### src/rtl/led_bus_if.sv
// LED bank bus between the three pattern requesters and the arbiter.
// The arbiter side uses the master modport; requesters/bench use slave.
interface led_bus_if;
  logic [2:0] req;
  logic [7:0] pat0;
  logic [7:0] pat1;
  logic [7:0] pat2;
  logic [2:0] gnt;
  logic [7:0] LED;
  logic       busy;
  logic       tick;

  modport master (
    input  req, pat0, pat1, pat2,
    output gnt, LED, busy, tick
  );

  modport slave (
    output req, pat0, pat1, pat2,
    input  gnt, LED, busy, tick
  );
endinterface

### src/rtl/led_bus_arbiter.sv
// Round-robin owner of the board LED bank with a minimum hold time in slow
// ticks; one-hot grant, one blank RELEASE cycle between owners.
//
// state   | meaning
// IDLE    | no owner, LED blank, arbitrate on any request
// GRANT   | owner ptr drives LED, hold counter runs on tick
// RELEASE | one cycle, grant dropped, LED holds last pattern
module led_bus_arbiter #(
  parameter logic [23:0] TICK_DIV   = 24'hA00000,
  parameter int          HOLD_TICKS = 4
) (
  input  logic     clk,
  input  logic     reset,
  led_bus_if.master bus
);

  localparam logic [7:0] HOLD_LD = HOLD_TICKS[7:0];

  typedef enum logic [1:0] {IDLE, GRANT, RELEASE} state_t;

  state_t      state, state_nxt;
  logic [23:0] cnt, cnt_nxt;
  logic        tick_q;
  logic [7:0]  hc, hc_nxt;
  logic [1:0]  ptr, ptr_nxt;
  logic [2:0]  gnt_q, gnt_nxt;
  logic [7:0]  led_q, led_nxt;

  logic [1:0]  cand1, cand2, winner;
  logic [2:0]  owner_oh;
  logic [7:0]  owner_pat;
  logic        owner_req;
  logic        others_req;

  function automatic logic [1:0] inc3(input logic [1:0] v);
    return (v == 2'd2) ? 2'd0 : v + 2'd1;
  endfunction

  // Free-running divider; tick is registered so it is high while cnt==TICK_DIV.
  assign cnt_nxt = (cnt == TICK_DIV) ? 24'd0 : cnt + 24'd1;

  always_comb begin
    cand1  = inc3(ptr);
    cand2  = inc3(cand1);
    winner = ptr;
    if (bus.req[cand1])      winner = cand1;
    else if (bus.req[cand2]) winner = cand2;
  end

  always_comb begin
    owner_oh  = 3'b001 << ptr;
    owner_pat = 8'h00;
    case (ptr)
      2'd0:    owner_pat = bus.pat0;
      2'd1:    owner_pat = bus.pat1;
      2'd2:    owner_pat = bus.pat2;
      default: owner_pat = 8'h00;
    endcase
    owner_req  = |(bus.req & owner_oh);
    others_req = |(bus.req & ~owner_oh);
  end

  always_comb begin
    state_nxt = state;
    hc_nxt    = hc;
    ptr_nxt   = ptr;
    gnt_nxt   = gnt_q;
    led_nxt   = led_q;
    case (state)
      IDLE: begin
        gnt_nxt = 3'b000;
        led_nxt = 8'h00;
        if (|bus.req) begin
          state_nxt = GRANT;
          ptr_nxt   = winner;
          hc_nxt    = HOLD_LD;
          gnt_nxt   = 3'b001 << winner;
        end
      end
      GRANT: begin
        led_nxt = owner_pat;
        gnt_nxt = owner_oh;
        if ((hc == 8'd0) && (!owner_req || others_req)) begin
          state_nxt = RELEASE;
          gnt_nxt   = 3'b000;
        end else if (tick_q && (hc != 8'd0)) begin
          hc_nxt = hc - 8'd1;
        end
      end
      RELEASE: begin
        gnt_nxt   = 3'b000;
        state_nxt = IDLE;
      end
      default: begin
        gnt_nxt   = 3'b000;
        state_nxt = IDLE;
      end
    endcase
  end

  always_ff @(posedge clk) begin
    if (reset) begin
      cnt    <= 24'd0;
      tick_q <= 1'b0;
      state  <= IDLE;
      hc     <= 8'd0;
      ptr    <= 2'd2;
      gnt_q  <= 3'b000;
      led_q  <= 8'h00;
    end else begin
      cnt    <= cnt_nxt;
      tick_q <= (cnt_nxt == TICK_DIV);
      state  <= state_nxt;
      hc     <= hc_nxt;
      ptr    <= ptr_nxt;
      gnt_q  <= gnt_nxt;
      led_q  <= led_nxt;
    end
  end

  assign bus.gnt  = gnt_q;
  assign bus.LED  = led_q;
  assign bus.busy = (state != IDLE);
  assign bus.tick = tick_q;

endmodule

### src/flat_wrapper.sv
// flat-port wrapper written by rule: the top's interface ports become plain ports
module led_bus_arbiter_flat 
#(
  parameter logic [23:0] TICK_DIV   = 24'hA00000,
  parameter int          HOLD_TICKS = 4
)
  (clk, reset, bus_req, bus_pat0, bus_pat1, bus_pat2, bus_gnt, bus_LED, bus_busy, bus_tick);
  led_bus_if bus_i ();
  input  logic clk;
  input  logic reset;
  input wire logic [$bits(bus_i.req)-1:0] bus_req;
  input wire logic [$bits(bus_i.pat0)-1:0] bus_pat0;
  input wire logic [$bits(bus_i.pat1)-1:0] bus_pat1;
  input wire logic [$bits(bus_i.pat2)-1:0] bus_pat2;
  output wire logic [$bits(bus_i.gnt)-1:0] bus_gnt;
  output wire logic [$bits(bus_i.LED)-1:0] bus_LED;
  output wire logic [$bits(bus_i.busy)-1:0] bus_busy;
  output wire logic [$bits(bus_i.tick)-1:0] bus_tick;
  assign bus_i.req = bus_req;
  assign bus_i.pat0 = bus_pat0;
  assign bus_i.pat1 = bus_pat1;
  assign bus_i.pat2 = bus_pat2;
  assign bus_gnt = bus_i.gnt;
  assign bus_LED = bus_i.LED;
  assign bus_busy = bus_i.busy;
  assign bus_tick = bus_i.tick;
  led_bus_arbiter #(.TICK_DIV(TICK_DIV), .HOLD_TICKS(HOLD_TICKS)) u_core (.clk(clk), .reset(reset), .bus(bus_i));
endmodule
### config.mk
export PLATFORM = sky130hd
export DESIGN_NAME = led_bus_arbiter_flat
export DESIGN_NICKNAME = d
export VERILOG_FILES = /design/src/rtl/led_bus_if.sv /design/src/rtl/led_bus_arbiter.sv /design/src/flat_wrapper.sv
export SDC_FILE = /design/constraint.sdc
export NUM_CORES = 1
export LEC_CHECK = 0
export CAP_MARGIN = 10
export CORE_ASPECT_RATIO = 1.25
export CORE_MARGIN = 5
export CORE_UTILIZATION = 47
export DETAILED_ROUTE_END_ITERATION = 10
export GPL_TIMING_DRIVEN = 0
export MAX_ROUTING_LAYER = met4
export PLACE_DENSITY = 0.7
export SLEW_MARGIN = 20
export SYNTH_ARGS = -nofsm -noshare
export SYNTH_HDL_FRONTEND = slang
export SYNTH_SLANG_ARGS = --single-unit
### constraint.sdc
create_clock -name clk -period 3 [get_ports clk]
set_input_delay 0.45 -clock clk [delete_from_list [all_inputs] [get_ports clk]]
set_output_delay 0.45 -clock clk [all_outputs]
set_load 0.02 [all_outputs]
### Word-level counts from Yosys, hierarchy flattened

Index checks and enable logic that the tools add are counted.

* register bits: 48

* $add $sub $neg: 4
* magnitude comparators: 2
* eq/ne operators: 10
* shift operators: 2
* muxes and demuxes: 21
* bitwise logic cells: 3
* reductions and logical operators: 16

Operators by type and width (number)
* $eq 24x24->1 const B: 2
* $pmux 8 s2: 2
* $add 24x1->24 const B: 1
* $mux 24: 1
* $mux 8: 3
* $pmux 8 s3: 1
* $mux 2: 6
* $reduce_or 3->1: 3
* $logic_not 8->1: 1
* $reduce_bool 8->1: 1
* $sub 8x1->8 const B: 1
* $and 3x3->3: 2
* $lt 2x3->1 const B: 2
* $mux 3: 2
* $ne 2x1->1 const B: 3
* $pmux 3 s2: 1
* $shl 1x2->3 const A: 2
* $add 2x1->2 const B: 2
* $bmux 1 s2: 2
* $eq 2x1->1 const B: 2
* $eq 2x2->1 const B: 2
* $logic_not 2->1: 2
* $pmux 2 s2: 1
* $reduce_and 2->1: 2
* 8 further kinds: 11

### Logic depth before layout (Yosys ltp)

Gate-level depths: netlist of the first run.

* depth after elaboration: 11
* gate-level depth with buffers: 8

### Worst setup path after synthesis of the first run

OpenSTA, ideal clock, no wires.

* path kind: register to register
* from: register u_core.cnt[0]
* to: register u_core.tick_q, in the netlist u_core.bus.tick
* arrival time: 2149 ps
* required time: 2878 ps
* setup slack: 729 ps
* cell stages (with the launch flop): 9
* path buffers: 1
* cells stage by stage: dfxtp_1 ha_1 and3_2 buf_2 nand2_1 nor4_1 mux2i_1 a2bb2oi_1 nor4_1

* longest elaborated chain between the ends: 3
* elaborated cells on any way between the ends: 4
* those cells by class: add/sub (1); eq/ne (2); mux (1)

RTL lines
* from (decl): RTL line led_bus_arbiter.sv:22 `logic [23:0] cnt, cnt_nxt;`
* from (signal assigned): RTL line led_bus_arbiter.sv:111 `cnt <= cnt_nxt;`
* $add 24x1->24 / $eq 24x24->1 (equally long branches): RTL line led_bus_arbiter.sv:40 `assign cnt_nxt = (cnt == TICK_DIV) ? 24'd0 : cnt + 24'd1;`
* $mux 24 (*): RTL line led_bus_arbiter.sv:40
* $eq 24x24->1 (*): RTL line led_bus_arbiter.sv:112 `tick_q <= (cnt_nxt == TICK_DIV);`
* to (signal assigned): RTL line led_bus_arbiter.sv:112
* to (decl): RTL line led_bus_arbiter.sv:23 `logic tick_q;`

Every way passes the cells marked *; elsewhere a longest branch is shown, timed or not.
A chain may end at the register's enable or synchronous reset.

### Final worst setup path of the first run

Same ends and word-level chain as after synthesis.

==> run metrics, run 1 <==
Mapped Nets=between 300 and 400; delay-heaviest family, CP=simple AND/OR/NAND/NOR gates; clock tree buffer depth=2; Worst-path clk slew=about 90 ps; HPWL after DPL=4550 µm; Slew Viols, Final=0; WP buf/inv=1; Worst Path Required=about 3200 ps; CTS tree=yes; EDFF count, synth=0; number of DRC markers in iteration 0=97; Area Overhead vs Synth=22.5%; Mapped Cells=~310; count of final hold-check violations=0; status=completed; DRT antenna net count=0; reg2reg setup slack=450 ps; worst min-delay path category=register to register; CP max FO=8; Chip Height=a little over 90 µm; Primary FF master, synth=dfxtp_1; fin crit share=between 80% and 90%; overall power=1.36 mW; Worst Path Arrival=around 2700 ps; Die Span X=between 70 and 80 µm; kind of critical path=register to register; worst-case clock skew=around 6.0 ps; RSZ-0062 raised after global routing=no; WL final=5980 µm; Yosys cell types=54; GRT overflow=0; first-pass GRT wire length=10,200 µm; fill count=509; DRC=0; RePlAce Congestion=slightly below 0.9; Hold Crit Start=u_core.bus.LED[3]$_SDFFE_PP0P_; via count=roughly 2,300; CP max stage cell=nor4_2; routed wire length per instance=approximately 14 µm; largest stage delay on the critical path=around 560 ps; initial antenna violation count=0; normalized max-slew margin=38.5%; share of layout cells above drive strength 1=7.32%; R2R Path End=u_core.bus.tick$_SDFF_PP0_; vias in the first global route=about 2,200; Worst Setup Start Kind=register; Worst Hold Depth=2; via/cell ratio=~5.5; GRT Util Overall=17.6%; # IOs=between 40 and 50; worst flop-to-flop path startpoint=u_core.cnt[0]$_SDFF_PP0_; row count=30; core region area=around 5400 µm²; sequential area share after synthesis=between 30% and 40%; initial core utilization=47.6%; CTS root buf=clkbuf_8; Synth Warn #=0; fmax=just under 0.4 GHz; CTS H-tree depth=2; Syn Std Cell Area=between 2000 and 3000 µm²; clock buffer count from CTS=5; leakage power=around 1.1 nW; # diodes=0; crit path time final=~2500 ps; FFs w/ async S/R, synth=0%; worst hold endpoint=u_core.bus.LED[3]$_SDFFE_PP0P_; IO Port Bufs=~40; Final Setup Violations=0; #FFs+latches synth=48; DR pass1 iterations=5; largest net degree at the start of global routing=14; setup_tns=0 ps; Slew @ Worst Pin=between 900 and 1000 ps; worst r2r path cells=8; CP endpoint kind=register; Avg Cell Area, Syn=8.32 µm²; Die ar.=7020 µm²; max_cap viols=0; # nets final=between 300 and 400; Pwr Density=between 400 and 500 nW/µm²; maximum VDD drop=0.277 mV; Clk Latency, worst-skew pair=about 290 ps; cell chain of the critical path=ha_1 -> and3_2 -> buf_2 -> nand2_1 -> nor4_2 -> mux2i_1 -> a2bb2oi_1 -> nor4_1; CTS Sinks=48
==> layer usage <==
metal / share of wire [%] / track usage, % / up-vias
met3: 3.4 / 3.40 / 6
met4: 1.3 / 6.08 / 0
met5: 0 / - / -
li1: - / - / 1181
met1: 43 / 19.8 / 1063
met2: 53 / 30.9 / 36
==> cells in the mapped netlist, types with 8 or more instances <==
library cell	n	share of area [%]
nand3_1	14	2.7
inv_1	10	1.5
xnor2_1	19	6.5
nor3_1	8	1.6
nor2_1	49	7.2
nor4_1	10	2.4
xor2_1	10	3.4
mux2i_1	9	3.5
a21oi_1	8	1.6
a22oi_1	9	2.6
nand2_1	24	3.5
o21ai_0	11	2.2
clkbuf_1	10	1.5
dfxtp_1	48	38
==> sequential cells by signal, indices dropped and copies added (netlist names) <==
signal	flops
u_core.bus.gnt	3
u_core.bus.tick	1
u_core.bus.LED	8
u_core.cnt	24
u_core.hc	8
u_core.ptr	2
u_core.state	2
==> layout make-up <==
| cell class | instances | area [µm²] | share of cell area (%) |
|---|---|---|---|
| Timing Repair Buffer | 41 | 410 | 13.1 |
| Inverter | 10 | 37.5 | 1.20 |
| Clock inverter | 1 | 5.00 | 0.160 |
| Sequential cell | 48 | 961 | 30.7 |
| Multi-Input combinational cell | 234 | 1480 | 47.4 |
| Clock buffer | 6 | 72.6 | 2.32 |
| Tap cell | 64 | 80.1 | 2.56 |
| Buffer | 15 | 78.8 | 2.52 |
==> worst max-delay path by stage <==
stage | startpoint | end | slack, ps | depth (start not counted)
2_1_floorplan | u_core.cnt[0]$_SDFF_PP0_ | u_core.bus.tick$_SDFF_PP0_ | 730 | 8
3_3_place_gp | u_core.cnt[0]$_SDFF_PP0_ | u_core.bus.tick$_SDFF_PP0_ | 330 | 8
3_5_place_dp | u_core.cnt[0]$_SDFF_PP0_ | u_core.bus.tick$_SDFF_PP0_ | 250 | 8
4_1_cts | u_core.cnt[0]$_SDFF_PP0_ | u_core.bus.tick$_SDFF_PP0_ | 200 | 8
5_1_grt | u_core.cnt[0]$_SDFF_PP0_ | u_core.bus.tick$_SDFF_PP0_ | 250 | 8
6_report | u_core.cnt[0]$_SDFF_PP0_ | u_core.bus.tick$_SDFF_PP0_ | 450 | 8
==> report_power, final <==
part           total, mW  switching (mW)  internal, mW  leakage, nW
Sequential         0.690          0.0217         0.668        0.390
Clock              0.362           0.203         0.159       0.0410
Combinational      0.305           0.166         0.139        0.694
Total               1.36           0.391         0.966         1.12
==> cells in the final DEF, fill, tap and decap left out, drive strengths merged, types with 9 or more instances in the layout <==
| cell type | netlist | routed |
|---|---|---|
| a21oi | 9 | 9 |
| a22oi | 9 | 9 |
| clkbuf | 11 | 17 |
| clkdlybuf4s50 | 0 | 41 |
| dfxtp | 48 | 48 |
| inv | 10 | 10 |
| mux2i | 9 | 9 |
| nand2 | 24 | 24 |
| nand3 | 14 | 14 |
| nor2 | 49 | 49 |
| nor4 | 10 | 10 |
| o21ai | 11 | 11 |
| xnor2 | 19 | 19 |
| xor2 | 10 | 10 |
==> logic make-up after synthesis <==
logic type / after synthesis / share of synthesized area [%]
adder cells (fa/ha/maj): 3 / 1.47
buffers and inverters: 25 / 4.56
AO/OA/AOI/OAI: 51 / 13.8
AND/OR/NAND/NOR: 142 / 29.1
flip-flops: 48 / 37.6
multiplexers: 9 / 3.53
XOR/XNOR: 29 / 9.95
==> worst min-delay path: cells and delay by family, from the launching register on <==
kind	cells	cell delay (ps)
AO/OA/AOI/OAI	1	80
flip-flops	1	330
AND/OR/NAND/NOR	1	70
==> repair_timing <==
action	in CTS	in global routing
endpoints found under the hold margin	0	0
gates resized for setup	0	1
setup buffers	0	0
endpoints found under the setup margin	0	1
hold buffers	0	0
==> metrics by stage <==
| step | worst slack (ps) | utilization [%] | hold slack (ps) | cell area (µm²) | instances |
|---|---|---|---|---|---|
| 6_report | 453 | 58.3 | 517 | 3130 | 419 |
| 5_1_grt | 253 | 58.3 | 537 | 3130 | 419 |
| 4_1_cts | 200 | 58.2 | 521 | 3120 | 419 |
| 3_5_place_dp | 254 | 56.7 | 499 | 3040 | 412 |
| 3_3_place_gp | 331 | 56.7 | 489 | 3040 | 412 |
| 2_1_floorplan | 729 | - | 471 | 2550 | 307 |
No activity file was read; power rests on OpenSTA's default activity.
==> run 2, diff against run 1 <==
Clock period 3 ns to 2.5 ns, I/O delays scaled along.
==> run metrics, run 2 (synthesis gave the netlist of run 1 again) <==
status=completed; WHS=510 ps (-6.87 ps); row count=30 (unchanged); largest stage delay on the critical path=440 ps (-120 ps); CP max FO=8 (unchanged); routed wire length per instance=14.2 µm (-0.64%); first-pass GRT wire length=10,200 µm (+0.41%); commonest cells after routing, fill and taps aside=nor2_1, clkdlybuf4s50_1, dfxtp_1, nand2_1, xnor2_1; maximum VDD drop=0.328 mV (+19%); Worst Path Arrival=2560 ps (-170 ps); Worst-path clk slew=90 ps (about the same); normalized max-slew margin=53.5% (+15 points); clock group share of total power=26.7% (about the same); CTS Sinks=48 (unchanged); kind of critical path=register to register; share of layout cells above drive strength 1=10.4% (+3.1 points); crit path time final=2360 ps (-185 ps); via/cell ratio=5.44 (-0.35%); met3 WL post-DR=204 µm (+0.49%); IO Port Bufs=41 (unchanged); Worst Path Required=2700 ps (-490 ps); Flop pwr share=50.8% (about the same); Worst Setup Start Kind=register; # diodes=0 (unchanged); Chip Height=92.4 µm (unchanged); vias in the first global route=2,232 (+0.13%); fmax=0.424 GHz (+7.9%); Largest register FFs=24 (unchanged); clock tree buffer depth=2 (unchanged); Post-CTS Setup Inserts=0 (unchanged); CTS root buf=clkbuf_8; Slew Viols, Final=0 (unchanged); Top reg by flops=u_core.cnt; fin crit share=94.4% (+9.6 points); Setup WS post-layout=139 ps (-315 ps); # nets final=387 (unchanged); CP endpoint kind=register; DRT antenna net count=0 (unchanged); Final Setup Violations=0 (unchanged); core region area=5370 µm² (unchanged); CP max stage cell=nor4_4; DR pass1 iterations=4 (-1); Die Span X=75.9 µm (unchanged); fill count=507 (-0.39%); pre-CTS WS=-246 ps (-500 ps); net switching power=0.470 mW (+20%); met2 wire length=3150 µm (-0.22%); Met1 Routed Length=2520 µm (-1.2%); GRT overflow=0 (unchanged); HPWL after DPL=4550 µm (unchanged); CTS tree=yes; worst min-delay path category=register to register; Clk Latency, worst-skew pair=290 ps (about the same); P_int=1.16 mW (+20%); combinational group share of total power=22.5% (about the same); RePlAce Congestion=0.887 (unchanged); WL final=5940 µm (-0.64%); Die ar.=7020 µm² (unchanged); leakage power=1.16 nW (+3.0%); GRT Util Overall=17.6% (+0.063 points); RSZ-0062 raised after global routing=no; initial core utilization=47.6% (unchanged); commonest non-fill, non-tap cell in the layout=nor2_1; largest net degree at the start of global routing=14 (unchanged); count of final hold-check violations=0 (unchanged); cell chain of the critical path=ha_1 -> and3_2 -> buf_2 -> nand2_1 -> nor4_4 -> mux2i_1 -> a2bb2oi_1 -> nor4_2; DRC=0 (unchanged); initial antenna violation count=0 (unchanged); Area Overhead vs Synth=24.8%; Hold Buf Count CTS=0 (unchanged); via count=2,278 (-0.35%); Pwr Density=511 nW/µm² (+18%); switching share of power=28.8% (about the same); setup_tns=0 ps (unchanged); CTS H-tree depth=2 (unchanged); uppermost routed layer=met4; worst-case clock skew=5.25 ps (-0.787 ps); Slew @ Worst Pin=697 ps (-216 ps); # IOs=42 (unchanged); max_cap viols=0 (unchanged); clock buffer count from CTS=5 (unchanged); number of DRC markers in iteration 0=70 (-28%)
==> run 2: per-stage QoR <==
step           instances  utilization [%]  cell area [µm²]  power, mW
5_1_grt              419             59.4             3190       1.73
6_report             419             59.4             3190       1.63
2_1_floorplan        307                -             2550       1.07
3_5_place_dp         412             56.7             3040       1.21
4_1_cts              419             58.6             3150       1.65
3_3_place_gp         412             56.7             3040       1.21
==> run 2: path summary, 6_finish.rpt <==
kind	end	slack, ps	depth (start not counted)	from
worst min register to register	u_core.cnt[0]$_SDFF_PP0_	510	1	u_core.cnt[0]$_SDFF_PP0_
worst max register to register	u_core.bus.tick$_SDFF_PP0_	140	8	u_core.cnt[0]$_SDFF_PP0_
worst max-delay path	u_core.bus.tick$_SDFF_PP0_	140	8	u_core.cnt[0]$_SDFF_PP0_
worst min-delay path	u_core.cnt[0]$_SDFF_PP0_	510	1	u_core.cnt[0]$_SDFF_PP0_
==> run 2: layout make-up <==
cell class                      count  area (µm²)  share of cell area, %
Clock inverter                      1        5.00                  0.157
Clock buffer                        6        72.6                   2.28
Multi-Input combinational cell    234        1530                   48.1
Timing Repair Buffer               41         410                   12.9
Buffer                             15        78.8                   2.47
Tap cell                           64        80.1                   2.51
Inverter                           10        37.5                   1.18
Sequential cell                    48         970                   30.4
==> run 2: repair_timing <==
action | 4_1_cts | 5_1_grt
resized for setup | 4 | 11
endpoints found under the setup margin | 2 | 1
pin swaps | 0 | 1
==> run 2: critical path, delay by kind of cell, from the launching register on <==
kind / cells / cell delay, ps
AOI/OAI and AO/OA: 1 / 160
adders and majority gates: 1 / 220
buffers and inverters: 1 / 180
DFF: 1 / 420
muxes: 1 / 130
and+or+nand+nor: 4 / 1160
==> run 2: routing by layer <==
metal / vias up / global-route usage, %
met5: - / -
met4: 0 / 6.08
met3: 6 / 3.40
met2: 40 / 31.1
met1: 1055 / 19.8
li1: 1177 / -
==> run 2: power groups by stage <==
stage | Combinational [mW] | Clock, mW | Sequential (mW)
floorplan | 0.206 | 0 | 0.862
global placement | 0.366 | 0 | 0.845
detailed placement | 0.369 | 0 | 0.846
CTS | 0.371 | 0.456 | 0.828
global route | 0.411 | 0.488 | 0.834
finish | 0.366 | 0.435 | 0.829
==> run 3, diff against run 2 <==
--- a/config.mk
+++ b/config.mk
@@ -7,2 +7,3 @@
 export LEC_CHECK = 0
+export ABC_AREA = 1
 export CAP_MARGIN = 10
@@ -14,3 +15,3 @@
 export MAX_ROUTING_LAYER = met4
-export PLACE_DENSITY = 0.7
+export PLACE_DENSITY = 0.69
 export SLEW_MARGIN = 20
==> constraint.sdc (replaced) <==
create_clock -name clk -period 2.5 [get_ports clk]
set_input_delay 0.25 -clock clk [delete_from_list [all_inputs] [get_ports clk]]
set_output_delay 0.25 -clock clk [all_outputs]
set_load 0.02 [all_outputs]
==> run metrics, run 3 <==
reg2reg setup slack=630 ps (+490 ps); commonest cells in the netlist=nand2_1, nor2_1, inv_1; # diodes=0 (unchanged); #FFs+latches synth=48 (unchanged); worst flop-to-flop path startpoint=u_core.hc[0]$_SDFFE_PP0P_; routed wire length per instance=13.0 µm (-8.4%); max_cap viols=0 (unchanged); Worst Path Arrival=2040 ps (-520 ps); post-synth top area cell=dfxtp_1; most frequent cell after synthesis=nand2_1; R2R Path End=u_core.hc[2]$_SDFFE_PP0P_; CP max FO=10 (+2); Met1 Routed Length=3010 µm (+20%); row count=31 (+3.3%); Synth Area in Simple Gates=47.1% (+18 points); Top reg by flops=u_core.cnt; Slew @ Worst Pin=513 ps (-185 ps); Clk Latency, worst-skew pair=300 ps (about the same); met2 wire length=3650 µm (+16%); fmax=0.535 GHz (+26%); fin crit share=74.7% (-20 points); Avg Cell Area, Syn=6.22 µm² (-25%); initial antenna violation count=0 (unchanged); Largest register FFs=24 (unchanged); leakage power=1.43 nW (+23%); crit path time final=1870 ps (-493 ps); fill count=573 (+13%); uppermost routed layer=met4; Yosys cell types=28 (-48%); Hold Buf Count CTS=0 (unchanged); Post-Synth Adder-Cell Area=1.35% (-0.12 points); WHS=293 ps (-217 ps); Worst Hold Depth=2 (+1); via/cell ratio=5.17 (-5.0%); worst min-delay path category=primary input to register; vias in the first global route=2,774 (+24%); met3 WL post-DR=426 µm (+110%); Die ar.=7560 µm² (+7.8%); kind of critical path=register to register; sequential area share after synthesis=34.6% (-3.1 points); CP endpoint kind=register; post-synthesis xor/xnor area fraction=0.945% (-9.0 points); RSZ-0062 raised after global routing=no; via count=2,898 (+27%); status=completed; Primary FF master, synth=dfxtp_1; RePlAce Congestion=0.944 (+6.5%); DRT antenna net count=0 (unchanged); Post-CTS Setup Inserts=0 (unchanged); Syn Std Cell Area=2780 µm² (+8.9%); clock tree buffer depth=2 (unchanged); Compound-Gate Fraction of Synth Area=7.88% (-5.9 points); worst-case clock skew=5.21 ps (-0.0356 ps); share of layout cells above drive strength 1=6.26% (-4.2 points); Pwr Density=532 nW/µm² (+4.0%); IO Port Bufs=40 (-2.4%); Worst Path Required=2670 ps (-30 ps); clock buffer count from CTS=5 (unchanged); CTS tree=yes; largest net degree at the start of global routing=16 (+2); Slew Viols, Final=0 (unchanged); setup_tns=0 ps (unchanged); CTS H-tree depth=2 (unchanged); worst r2r path cells=11 (+3); count of final hold-check violations=0 (unchanged); Hold Crit Start=reset; number of DRC markers in iteration 0=145 (+110%); post-synth top area share=34.6% (-3.1 points); post-synthesis mux area share=0% (-3.5 points); core region area=5780 µm² (+7.7%); Mapped Nets=479 (+41%); Final Setup Violations=0 (unchanged); WL final=7290 µm (+23%); CTS root buf=clkbuf_8; # IOs=42 (unchanged); EDFF count, synth=0 (unchanged); FFs w/ async S/R, synth=0% (unchanged); top post-synthesis cells by area=dfxtp_1, nand2_1, nor2_1, nand3_1, inv_1; post_cts resized=0 (-4); Die Span X=78.8 µm (+3.8%); CTS Sinks=48 (unchanged); Mapped Cells=447 (+46%); Reg area=961 µm² (-0.90%); initial core utilization=48.1% (+0.53 points); DR pass1 iterations=4 (unchanged); Chip Height=96.0 µm (+3.9%); GRT Util Overall=21.7% (+4.0 points); DRC=0 (unchanged); largest family of logic cells by synthesized area=simple AND/OR/NAND/NOR gates; # nets final=526 (+36%); commonest non-fill, non-tap cell in the layout=nand2_1; GRT overflow=0 (unchanged); Worst-path clk slew=90 ps (about the same); Synth Warn #=0 (unchanged); Area Overhead vs Synth=20.9%; worst hold endpoint=u_core.state[1]$_SDFFE_PP0P_; multi-input logic area=1590 µm² (+3.8%); first-pass GRT wire length=12,600 µm (+24%); commonest cells after routing, fill and taps aside=nand2_1, nor2_1, inv_1, dfxtp_1, nand3_1; maximum VDD drop=0.310 mV (-5.5%); Worst Setup Start Kind=register; HPWL after DPL=5830 µm (+28%); normalized max-slew margin=65.8% (+12 points)
[run 3: cell types whose count changed in the layout (fill, tap and decap cells not counted), sizes merged, moves of 11 or more]
cell / change
inv: +42
nand4: +11
xnor2: -19
nand2: +113
nor2: +35
nand3: +31
a21oi: +13
[run 3: critical path, cell delays in order (launching register included)]
cell     delay [ps]
dfxtp_1         310
inv_1           110
ha_1            180
nand2_1          50
nor2_1          210
nand4_1         200
nand3_1         200
nand2_2         160
nand2_1         110
nor2_1           40
nor2_1           90
a21oi_1          70
[run 3: power by group]
part           internal [mW]  leakage, nW  switching, mW  total (mW)
Combinational          0.183        0.993          0.267       0.450
Clock                  0.224       0.0434          0.267       0.491
Sequential             0.812        0.390         0.0343       0.846
[run 3: layout make-up]
class,count,area share (%)
sequential,48,28.6
clock inverter,2,0.447
timing repair buffer,40,11.9
inverter,52,5.81
clock buffer,6,2.46
buffer,8,0.968
tap,66,2.46
multi-input combinational,339,47.4
[run 3: per-layer routing]
metal	track usage, %	vias up
li1	-	1531
met1	24.3	1269
met2	37.5	83
met3	4.21	15
met4	9.91	0
met5	-	-
[run 3: kinds of logic (layout without fill, tap and decap cells)]
family	Yosys count	in the layout
adder cells (fa/ha/maj)	3	3
flip-flops	48	48
AND/OR/NAND/NOR	294	294
buffers and inverters	60	108
XOR/XNOR	3	3
AO/OA/AOI/OAI	39	39
[run 3: worst max path at each step]
stage / start / to / slack (ps) / depth (start not counted)
3_5_place_dp: bus_req[0] / u_core.hc[6]$_SDFFE_PP0P_ / 550 / 11
3_3_place_gp: bus_req[0] / u_core.hc[6]$_SDFFE_PP0P_ / 550 / 11
4_1_cts: u_core.hc[0]$_SDFFE_PP0P_ / u_core.hc[2]$_SDFFE_PP0P_ / 630 / 11
5_1_grt: u_core.cnt[1]$_SDFF_PP0_ / u_core.bus.tick$_SDFF_PP0_ / 450 / 11
6_report: u_core.hc[0]$_SDFFE_PP0P_ / u_core.hc[2]$_SDFFE_PP0P_ / 630 / 11
2_1_floorplan: u_core.hc[0]$_SDFFE_PP0P_ / u_core.hc[2]$_SDFFE_PP0P_ / 990 / 11
[run 3: metrics by stage]
stage,worst slack [ps],cells,total power [mW],util [%],area [µm²]
2_1_floorplan,992,447,1.15,-,2780
3_5_place_dp,549,553,1.32,56.5,3260
6_report,632,561,1.79,58.2,3360
5_1_grt,448,561,1.90,58.2,3360
3_3_place_gp,545,553,1.31,56.5,3260
4_1_cts,630,561,1.81,58.2,3360
